--- config.mk ---
export PLATFORM = sky130hd
export DESIGN_NAME = pipereg_wb_n_flat
export DESIGN_NICKNAME = d
export VERILOG_FILES = /design/src/rtl/pipereg_pkg.sv /design/src/rtl/pipereg_wb_n_if.sv /design/src/rtl/pipereg_slot.sv /design/src/rtl/pipereg_wb_n.sv /design/src/flat_wrapper.sv
export SDC_FILE = /design/constraint.sdc
export NUM_CORES = 1
export LEC_CHECK = 0
export BUFFER_PORTS_ARGS = -buffer_cell sky130_fd_sc_hd__buf_2
export CORE_MARGIN = 3
export CORE_UTILIZATION = 44
export CTS_CLUSTER_DIAMETER = 80
export DETAILED_ROUTE_END_ITERATION = 10
export PLACE_DENSITY = 0.79
export SETUP_SLACK_MARGIN = 0.4
export SKIP_CTS_REPAIR_TIMING = 1
export SKIP_LAST_GASP = 1
export SLEW_MARGIN = 10
export SYNTH_ARGS = -nofsm -noshare
export SYNTH_HDL_FRONTEND = slang
export SYNTH_HIERARCHICAL = 1
export SYNTH_SLANG_ARGS = --single-unit
export TNS_END_PERCENT = 100
--- constraint.sdc ---
create_clock -name clk -period 1.75 [get_ports clk]
set_clock_uncertainty 0.2 [all_clocks]
set_input_delay 0.0875 -clock clk [delete_from_list [all_inputs] [get_ports clk]]
set_output_delay 0.0875 -clock clk [all_outputs]
set_load 0.005 [all_outputs]
--- src/rtl/pipereg_pkg.sv ---
`default_nettype none
// ============================================================================
// Package     : pipereg_pkg
// Description : Shared defaults and helpers for the MEM->WB pipeline register.
// Revision    : 1.0  initial release
// ============================================================================
package pipereg_pkg;

    localparam int c_data_w = 32;
    localparam int c_wa_w   = 4;
    localparam int c_stat_w = 16;

    // Bit offset of a lane inside a packed multi-lane bus.
    function automatic int unsigned lane_lsb(input int unsigned lane, input int unsigned width);
        return lane * width;
    endfunction

endpackage
`default_nettype wire

--- src/rtl/pipereg_wb_n_if.sv ---
`default_nettype none
// ============================================================================
// Interface   : pipereg_wb_n_if
// Description : Input/output entry bus plus stall/flush controls of pipereg_wb_n.
// Revision    : 1.0  initial release
// ============================================================================
interface pipereg_wb_n_if
    import pipereg_pkg::*;
#(
    parameter int DATA_W = c_data_w,
    parameter int LANES  = 2,
    parameter int WA_W   = c_wa_w
);
    logic                      stall;
    logic                      flush;
    logic                      in_valid;
    logic                      in_ready;
    logic [LANES*DATA_W-1:0]   in_data;
    logic [WA_W-1:0]           in_wa;
    logic                      in_regwr;
    logic                      out_valid;
    logic [LANES*DATA_W-1:0]   out_data;
    logic [WA_W-1:0]           out_wa;
    logic                      out_regwr;

    modport master (
        output stall, flush, in_valid, in_data, in_wa, in_regwr,
        input  in_ready, out_valid, out_data, out_wa, out_regwr
    );

    modport slave (
        input  stall, flush, in_valid, in_data, in_wa, in_regwr,
        output in_ready, out_valid, out_data, out_wa, out_regwr
    );
endinterface
`default_nettype wire

--- src/rtl/pipereg_slot.sv ---
`default_nettype none
// ============================================================================
// Module      : pipereg_slot
// Description : One pipeline stage: valid bit plus payload, loads its source on i_ld.
// Revision    : 1.0  initial release
// ============================================================================
module pipereg_slot #(
    parameter int PAY_W = 1
) (
    input  logic             clk,
    input  logic             reset,
    input  logic             i_ld,
    input  logic             i_flush,
    input  logic             i_src_valid,
    input  logic [PAY_W-1:0] i_src_pay,
    output logic             o_valid,
    output logic [PAY_W-1:0] o_pay
);
    logic             valid_q, valid_d;
    logic [PAY_W-1:0] pay_q, pay_d;

    // Payload moves only with a valid source, so empty slots keep stale data.
    always_comb begin
        valid_d = valid_q;
        pay_d   = pay_q;
        if (i_flush) begin
            valid_d = 1'b0;
        end else if (i_ld) begin
            valid_d = i_src_valid;
            if (i_src_valid) begin
                pay_d = i_src_pay;
            end
        end
    end

    always_ff @(posedge clk or negedge reset) begin
        if (!reset) begin
            valid_q <= 1'b0;
            pay_q   <= '0;
        end else begin
            valid_q <= valid_d;
            pay_q   <= pay_d;
        end
    end

    assign o_valid = valid_q;
    assign o_pay   = pay_q;
endmodule
`default_nettype wire

--- src/rtl/pipereg_wb_n.sv ---
`default_nettype none
// ============================================================================
// Module      : pipereg_wb_n
// Description : DEPTH-stage MEM->WB register with stall, flush, bubble collapsing.
//               Build option PIPEREG_WB_STATS_EN adds stall/bubble counters.
// Revision    : 1.0  initial release
// ============================================================================
module pipereg_wb_n
    import pipereg_pkg::*;
#(
    parameter int DATA_W = c_data_w,
    parameter int LANES  = 2,
    parameter int WA_W   = c_wa_w,
    parameter int DEPTH  = 1
) (
    input  logic                clk,
    input  logic                reset,
    pipereg_wb_n_if.slave       bus
`ifdef PIPEREG_WB_STATS_EN
    ,
    output logic [c_stat_w-1:0] stat_stall,
    output logic [c_stat_w-1:0] stat_bubble
`endif
);
    localparam int c_dat_w = LANES * DATA_W;
    localparam int c_pay_w = c_dat_w + WA_W + 1;

    logic [DEPTH-1:0]   w_valid;
    logic [DEPTH-1:0]   w_ld;
    logic [c_pay_w-1:0] w_pay [DEPTH];
    logic [c_pay_w-1:0] w_in_pay;
    logic [c_pay_w-1:0] w_out_pay;

    assign w_in_pay = {bus.in_regwr, bus.in_wa, bus.in_data};

    // A stage may load when the stage ahead moves on or when it is itself empty.
    always_comb begin
        w_ld = '0;
        w_ld[DEPTH-1] = !bus.stall || !w_valid[DEPTH-1];
        for (int i = DEPTH - 2; i >= 0; i--) begin
            w_ld[i] = w_ld[i+1] || !w_valid[i];
        end
    end

    for (genvar g = 0; g < DEPTH; g++) begin : g_stage
        logic               w_src_valid;
        logic [c_pay_w-1:0] w_src_pay;

        if (g == 0) begin : g_head
            assign w_src_valid = bus.in_valid;
            assign w_src_pay   = w_in_pay;
        end else begin : g_body
            assign w_src_valid = w_valid[g-1];
            assign w_src_pay   = w_pay[g-1];
        end

        pipereg_slot #(
            .PAY_W (c_pay_w)
        ) u_slot (
            .clk         (clk),
            .reset       (reset),
            .i_ld        (w_ld[g]),
            .i_flush     (bus.flush),
            .i_src_valid (w_src_valid),
            .i_src_pay   (w_src_pay),
            .o_valid     (w_valid[g]),
            .o_pay       (w_pay[g])
        );
    end

    assign w_out_pay     = w_pay[DEPTH-1];
    assign bus.in_ready  = w_ld[0] && !bus.flush && reset;
    assign bus.out_valid = w_valid[DEPTH-1];
    assign bus.out_data  = w_out_pay[c_dat_w-1:0];
    assign bus.out_wa    = w_out_pay[c_dat_w +: WA_W];
    assign bus.out_regwr = w_valid[DEPTH-1] && w_out_pay[c_pay_w-1];

`ifdef PIPEREG_WB_STATS_EN
    logic [c_stat_w-1:0] stall_cnt_q, stall_cnt_d;
    logic [c_stat_w-1:0] bubble_cnt_q, bubble_cnt_d;

    // Saturating counters; flush deliberately leaves them alone.
    always_comb begin
        stall_cnt_d  = stall_cnt_q;
        bubble_cnt_d = bubble_cnt_q;
        if (w_valid[DEPTH-1] && bus.stall && (stall_cnt_q != '1)) begin
            stall_cnt_d = stall_cnt_q + 1'b1;
        end
        if (!w_valid[DEPTH-1] && !bus.stall && (bubble_cnt_q != '1)) begin
            bubble_cnt_d = bubble_cnt_q + 1'b1;
        end
    end

    always_ff @(posedge clk or negedge reset) begin
        if (!reset) begin
            stall_cnt_q  <= '0;
            bubble_cnt_q <= '0;
        end else begin
            stall_cnt_q  <= stall_cnt_d;
            bubble_cnt_q <= bubble_cnt_d;
        end
    end

    assign stat_stall  = stall_cnt_q;
    assign stat_bubble = bubble_cnt_q;
`endif
endmodule
`default_nettype wire
--- src/flat_wrapper.sv ---
// flat-port wrapper written by rule: the top's interface ports become plain ports
module pipereg_wb_n_flat import pipereg_pkg::*;
#(
    parameter int DATA_W = c_data_w,
    parameter int LANES  = 2,
    parameter int WA_W   = c_wa_w,
    parameter int DEPTH  = 1
)
  (clk, reset, bus_stall, bus_flush, bus_in_valid, bus_in_data, bus_in_wa, bus_in_regwr, bus_in_ready, bus_out_valid, bus_out_data, bus_out_wa, bus_out_regwr);
  pipereg_wb_n_if #(.DATA_W(DATA_W), .LANES(LANES), .WA_W(WA_W)) bus_i ();
  input  logic clk;
  input  logic reset;
  input wire logic [$bits(bus_i.stall)-1:0] bus_stall;
  input wire logic [$bits(bus_i.flush)-1:0] bus_flush;
  input wire logic [$bits(bus_i.in_valid)-1:0] bus_in_valid;
  input wire logic [$bits(bus_i.in_data)-1:0] bus_in_data;
  input wire logic [$bits(bus_i.in_wa)-1:0] bus_in_wa;
  input wire logic [$bits(bus_i.in_regwr)-1:0] bus_in_regwr;
  output wire logic [$bits(bus_i.in_ready)-1:0] bus_in_ready;
  output wire logic [$bits(bus_i.out_valid)-1:0] bus_out_valid;
  output wire logic [$bits(bus_i.out_data)-1:0] bus_out_data;
  output wire logic [$bits(bus_i.out_wa)-1:0] bus_out_wa;
  output wire logic [$bits(bus_i.out_regwr)-1:0] bus_out_regwr;
  assign bus_i.stall = bus_stall;
  assign bus_i.flush = bus_flush;
  assign bus_i.in_valid = bus_in_valid;
  assign bus_i.in_data = bus_in_data;
  assign bus_i.in_wa = bus_in_wa;
  assign bus_i.in_regwr = bus_in_regwr;
  assign bus_in_ready = bus_i.in_ready;
  assign bus_out_valid = bus_i.out_valid;
  assign bus_out_data = bus_i.out_data;
  assign bus_out_wa = bus_i.out_wa;
  assign bus_out_regwr = bus_i.out_regwr;
  pipereg_wb_n #(.DATA_W(DATA_W), .LANES(LANES), .WA_W(WA_W), .DEPTH(DEPTH)) u_core (.clk(clk), .reset(reset), .bus(bus_i));
endmodule
==> results_dict.tcl, run 1 <==
set metrics [dict create \
    clockBufferDepth 2 \
    nets 459 \
    finalCritPeriodShare 0.876 \
    hp-start "bus_flush" \
    initial_core_util 0.470 \
    hold_viol_final 0 \
    cts_tree "done" \
    final_area_um2 4510 \
    min_period_ns 1.53 \
    ir_worst_vdd_mv 0.607 \
    setup_tns_ns 0 \
    antenna_found_initial 0 \
    r2r-end "u_core/g_stage[0].u_slot/o_pay[43]$_DFFE_PN0P_" \
    globalRouteOverflowTotal 0 \
    clock_sinks 70 \
    tightest_slew_ns 0.357 \
    critPathArrivalTime_ns 1.53 \
    hold_path_end "u_core/g_stage[0].u_slot/o_pay[7]$_DFFE_PN0P_" \
    portBuffers 144 \
    drtPass1Iterations 4 \
    cts-root-buf "clkbuf_8" \
    synth_seq_area_share 0.657 \
    die_area_um2 7030 \
    grt_max_degree 71 \
    diodes 0 \
    htree_levels 3 \
    placed_area_um2 3510 \
    slowest_stage "dfrtp_1" \
    crit_family "flip-flops" \
    gp_congestion 0.813 \
    slew_violations 0 \
    p_per_area_nw_per_um2 924 \
    die_w_um 83.9 \
    syn_inst 152 \
    crit_chain "nand2_4 -> nand3b_4 -> buf_12 -> mux2_2" \
    max_freq_mhz 652 \
    clk_pin_slew_ns 0.07 \
    fp-row-count 27 \
    cts_buffers 9 \
    reg2regPathDepth 4 \
    hold_class "in2reg" \
    final_common_cell "buf_2" \
    post_drt_wl_per_cell_um 16.2 \
    wl_um 7430 \
    rr_startpoint "u_core/g_stage[0].u_slot/o_valid$_DFFE_PN0P_" \
    drive_above_1_share 0.624 \
    crit_type "reg2reg" \
    dp_hpwl_um 4520 \
    min_path_cells 3 \
    syn2layout_area_growth_pct 69.0 \
    status "completed" \
    via_per_inst 4.68 \
    route.detailed.drc 0 \
    first_global_vias 1910 \
    syn_area_um2 2670 \
    power_leakage_nw 2.26 \
    critPathLaunchType "flop" \
    clock_latency_ns 0.32 \
    coreArea_um2 5680 \
    crit_buf_inv 1 \
    r2r_setup_slack_ns 0.22 \
    mostFrequentLayoutCells "buf_2, dlygate4sd3_1, dfrtp_1" \
    critPathMaxFanout 23 \
    syn_avg_cell_area_um2 17.5 \
    relSlewSlack 0.762 \
    grt_first_pass_wirelength_um 9600 \
    rsz0062_at_grt "true" \
    drtIter0Drc 69 \
    crit_required_ns 1.75 \
    whs_ns 0.0494 \
    yosysWarningCount 6 \
    cap_violations 0 \
    ys_ff_latch 70 \
    pin_count 145 \
    finalSetupViolCount 0 \
    cpPeakStageDelay_ns 0.41 \
    synth_cell_type_count 11 \
    vias 2155 \
    die_h_um 83.9 \
    cp-end-kind "flop" \
    grt_usage 0.174 \
    syn_nets 226 \
    postRouteAntennaNets 0 \
]
## state kept, by name, summed over array words and instances, names as in the netlist
register and flops:
u_core/g_stage.u_slot/o_pay 69, u_core/g_stage.u_slot/o_valid 1
## worst max path at each step
stage	from	slack, ns	to	cells past startpoint
final	u_core/g_stage[0].u_slot/o_valid$_DFFE_PN0P_	0.22	u_core/g_stage[0].u_slot/o_pay[43]$_DFFE_PN0P_	4
after global routing	u_core/g_stage[0].u_slot/o_valid$_DFFE_PN0P_	0.18	u_core/g_stage[0].u_slot/o_pay[34]$_DFFE_PN0P_	4
after CTS	u_core/g_stage[0].u_slot/o_valid$_DFFE_PN0P_	0.11	u_core/g_stage[0].u_slot/o_pay[34]$_DFFE_PN0P_	4
after detailed placement	u_core/g_stage[0].u_slot/o_valid$_DFFE_PN0P_	0.13	u_core/g_stage[0].u_slot/o_pay[34]$_DFFE_PN0P_	4
after global placement	u_core/g_stage[0].u_slot/o_valid$_DFFE_PN0P_	0.19	u_core/g_stage[0].u_slot/o_pay[55]$_DFFE_PN0P_	4
after floorplan	u_core/g_stage[0].u_slot/o_valid$_DFFE_PN0P_	0.25	u_core/g_stage[0].u_slot/o_pay[53]$_DFFE_PN0P_	5
## area by class of cell
class	count	area, um2
clock inverter	1	5.00
fill	322	1170
sequential	70	1750
timing repair buffer	228	1590
multi-input combinational	76	900
tap	72	90.1
clock buffer	13	169
## worst register-to-register path: stages, from the launching register on
cell and delay [ns]:
dfrtp_1 0.41, nand2_4 0.09, nand3b_4 0.15, buf_12 0.19, mux2_2 0.37
## cell families (layout without fill, tap and decap cells)
| group | count (synthesis) | after routing | share of synthesized area |
|---|---|---|---|
| flops | 70 | 70 | 0.657 |
| simple gates | 5 | 6 | 0.0164 |
| mux | 70 | 70 | 0.309 |
| buf+inv | 7 | 242 | 0.0178 |
## routing by layer
metal  GRT usage  vias to the layer above  share of wire
met1       0.191                     1053           0.35
met3      0.0474                       22          0.046
met4      0.0863                        0          0.033
met2       0.309                       80           0.57
met5           0                        -              0
li1            -                     1000              -
## Yosys cell counts
cell,instances,share of area
dfrtp_1,70,0.66
mux2_2,59,0.25
mux2_4,10,0.056
buf_2,5,0.0094
buf_6,2,0.0084
and2_2,1,0.0028
and3b_1,1,0.0033
mux2i_1,1,0.0038
nand2_1,1,0.0014
nand3b_4,1,0.0075
nor2_1,1,0.0014
## power breakdown
part | switching (mW) | total (mW) | internal (mW)
registers | 0.134 | 2.02 | 1.89
clock network | 0.552 | 1.17 | 0.615
logic | 0.355 | 0.976 | 0.621
total | 1.04 | 4.17 | 3.13
## through the flow
step	power, mW	utilization	setup WS [ns]	instances
6_report	4.17	0.794	0.216	460
2_1_floorplan	2.40	-	0.253	152
4_1_cts	4.03	0.650	0.113	379
5_1_grt	4.38	0.794	0.179	460
3_5_place_dp	2.87	0.619	0.130	365
3_3_place_gp	2.83	0.619	0.195	365
No activity file was read; power rests on OpenSTA's default activity.
==> run 2: changes to the inputs <==
- CORE_UTILIZATION: 44 -> 35
- CTS_BUF_LIST: default -> sky130_fd_sc_hd__clkbuf_8 sky130_fd_sc_hd__clkbuf_16
- PLACE_DENSITY: 0.79 -> 0.65
==> results_dict.tcl, run 2 (synthesized netlist as in run 1, its figures left out) <==
set metrics [dict create \
    p_per_area_nw_per_um2 961 \
    cp-end-kind "flop" \
    whs_ns 0.0231 \
    coreArea_um2 7330 \
    grt_first_pass_wirelength_um 8950 \
    pin_count 145 \
    antenna_found_initial 0 \
    relSlewSlack 0.754 \
    portBuffers 144 \
    clock_sinks 70 \
    rsz0062_at_grt "true" \
    drtIter0Drc 48 \
    multi_input_area_um2 896 \
    drtPass1Iterations 4 \
    crit_required_ns 1.77 \
    final_area_um2 4610 \
    first_global_vias 1899 \
    setup.worst_path.end "u_core/g_stage[0].u_slot/o_pay[53]$_DFFE_PN0P_" \
    max_freq_mhz 664 \
    tightest_slew_ns 0.369 \
    placed_area_um2 3530 \
    via_per_inst 4.44 \
    r2r-end "u_core/g_stage[0].u_slot/o_pay[53]$_DFFE_PN0P_" \
    vias 2166 \
    critPathMaxFanout 6 \
    largest_reg_flops 69 \
    hold_viol_final 0 \
    postRouteAntennaNets 0 \
    finalCritPeriodShare 0.861 \
    status "completed" \
    r2r_setup_slack_ns 0.24 \
    reg2regPathDepth 4 \
    cts_tree "done" \
    crit_type "reg2reg" \
    clock_latency_ns 0.32 \
    globalRouteOverflowTotal 0 \
    nets 458 \
    htree_levels 3 \
    min_period_ns 1.51 \
    critPathArrivalTime_ns 1.52 \
    drive_above_1_share 0.625 \
    total_power_mw 4.43 \
    die_area_um2 8700 \
    wl_um 7440 \
    hold_class "in2reg" \
    cap_violations 0 \
    route.detailed.drc 0 \
    pre_cts_ws_ns 0.171 \
    dp_hpwl_um 4110 \
    final_common_cell "buf_2" \
    grt_max_degree 71 \
    clockBufferDepth 2 \
    fp-row-count 31 \
    diodes 0 \
    power_leakage_nw 2.30 \
    regArea_um2 1750 \
    critPathLaunchType "flop" \
    cts_buffers 9 \
    ir_worst_vdd_mv 0.626 \
    gp_congestion 0.769 \
    mostFrequentLayoutCells "buf_2, dlygate4sd3_1, dfrtp_1" \
    finalSetupViolCount 0 \
    startpoint "u_core/g_stage[0].u_slot/o_valid$_DFFE_PN0P_" \
    grt_usage 0.133 \
    rr_startpoint "u_core/g_stage[0].u_slot/o_valid$_DFFE_PN0P_" \
    cts-root-buf "clkbuf_8" \
    clk_pin_slew_ns 0.08 \
    post_drt_wl_per_cell_um 15.3 \
    nFillCells 554 \
    syn2layout_area_growth_pct 72.7 \
    die_w_um 93.3 \
    worst_slack_ns 0.243 \
    die_h_um 93.3 \
    slew_violations 0 \
    hp-start "bus_stall" \
    initial_core_util 0.364 \
    setup_tns_ns 0 \
]
run 2: cell count changes in the layout (fill, tap and decap cells not counted), sizes merged:
cell    previous run  this run
buf              156       153
bufinv             0         2
clkinv             1         3
clkbuf            13        12
inv                0         1
run 2: cell type report:
| class | count | share of cell area |
|---|---|---|
| clock inverters | 6 | 0.0187 |
| clock buffers | 10 | 0.0299 |
| flip-flops and latches | 70 | 0.380 |
| repair buffers | 227 | 0.350 |
| well taps | 99 | 0.0269 |
| multi-input cells | 76 | 0.194 |
run 2: where the power goes:
| group | internal [mW] | switching (mW) |
|---|---|---|
| clock network | 0.839 | 0.596 |
| logic | 0.624 | 0.350 |
| registers | 1.89 | 0.130 |
| total | 3.35 | 1.08 |
run 2: worst min path at each step:
| stage | slack, ns | cells past startpoint | endpoint |
|---|---|---|---|
| 2_1_floorplan | -0.41 | 0 | u_core/g_stage[0].u_slot/o_pay[0]$_DFFE_PN0P_ |
| 3_3_place_gp | -0.01 | 2 | u_core/g_stage[0].u_slot/o_pay[13]$_DFFE_PN0P_ |
| 3_5_place_dp | -0.02 | 2 | u_core/g_stage[0].u_slot/o_pay[21]$_DFFE_PN0P_ |
| 4_1_cts | -0.40 | 2 | u_core/g_stage[0].u_slot/o_pay[65]$_DFFE_PN0P_ |
| 5_1_grt | 0.02 | 4 | u_core/g_stage[0].u_slot/o_valid$_DFFE_PN0P_ |
| 6_report | 0.02 | 4 | u_core/g_stage[0].u_slot/o_valid$_DFFE_PN0P_ |
run 2: stage by stage:
stage           util  std cells
3_5_place_dp   0.482        392
6_report       0.628        488
5_1_grt        0.628        488
3_3_place_gp   0.482        392
2_1_floorplan      -        152
4_1_cts        0.513        408
run 2: per-layer routing:
| layer | vias to the layer above | GRT usage | part of all wire |
|---|---|---|---|
| li1 | 1000 | - | - |
| met1 | 1047 | 0.164 | 0.42 |
| met5 | - | 0 | 0 |
| met4 | 0 | 0.0549 | 0.018 |
| met2 | 107 | 0.197 | 0.48 |
| met3 | 12 | 0.0660 | 0.086 |
run 2: worst max-delay path, cell delays in order, from the launching register on:
cell and delay, ns:
dfrtp_1 0.41, nand2_4 0.12, nand3b_4 0.16, clkbuf_16 0.21, mux2_4 0.30
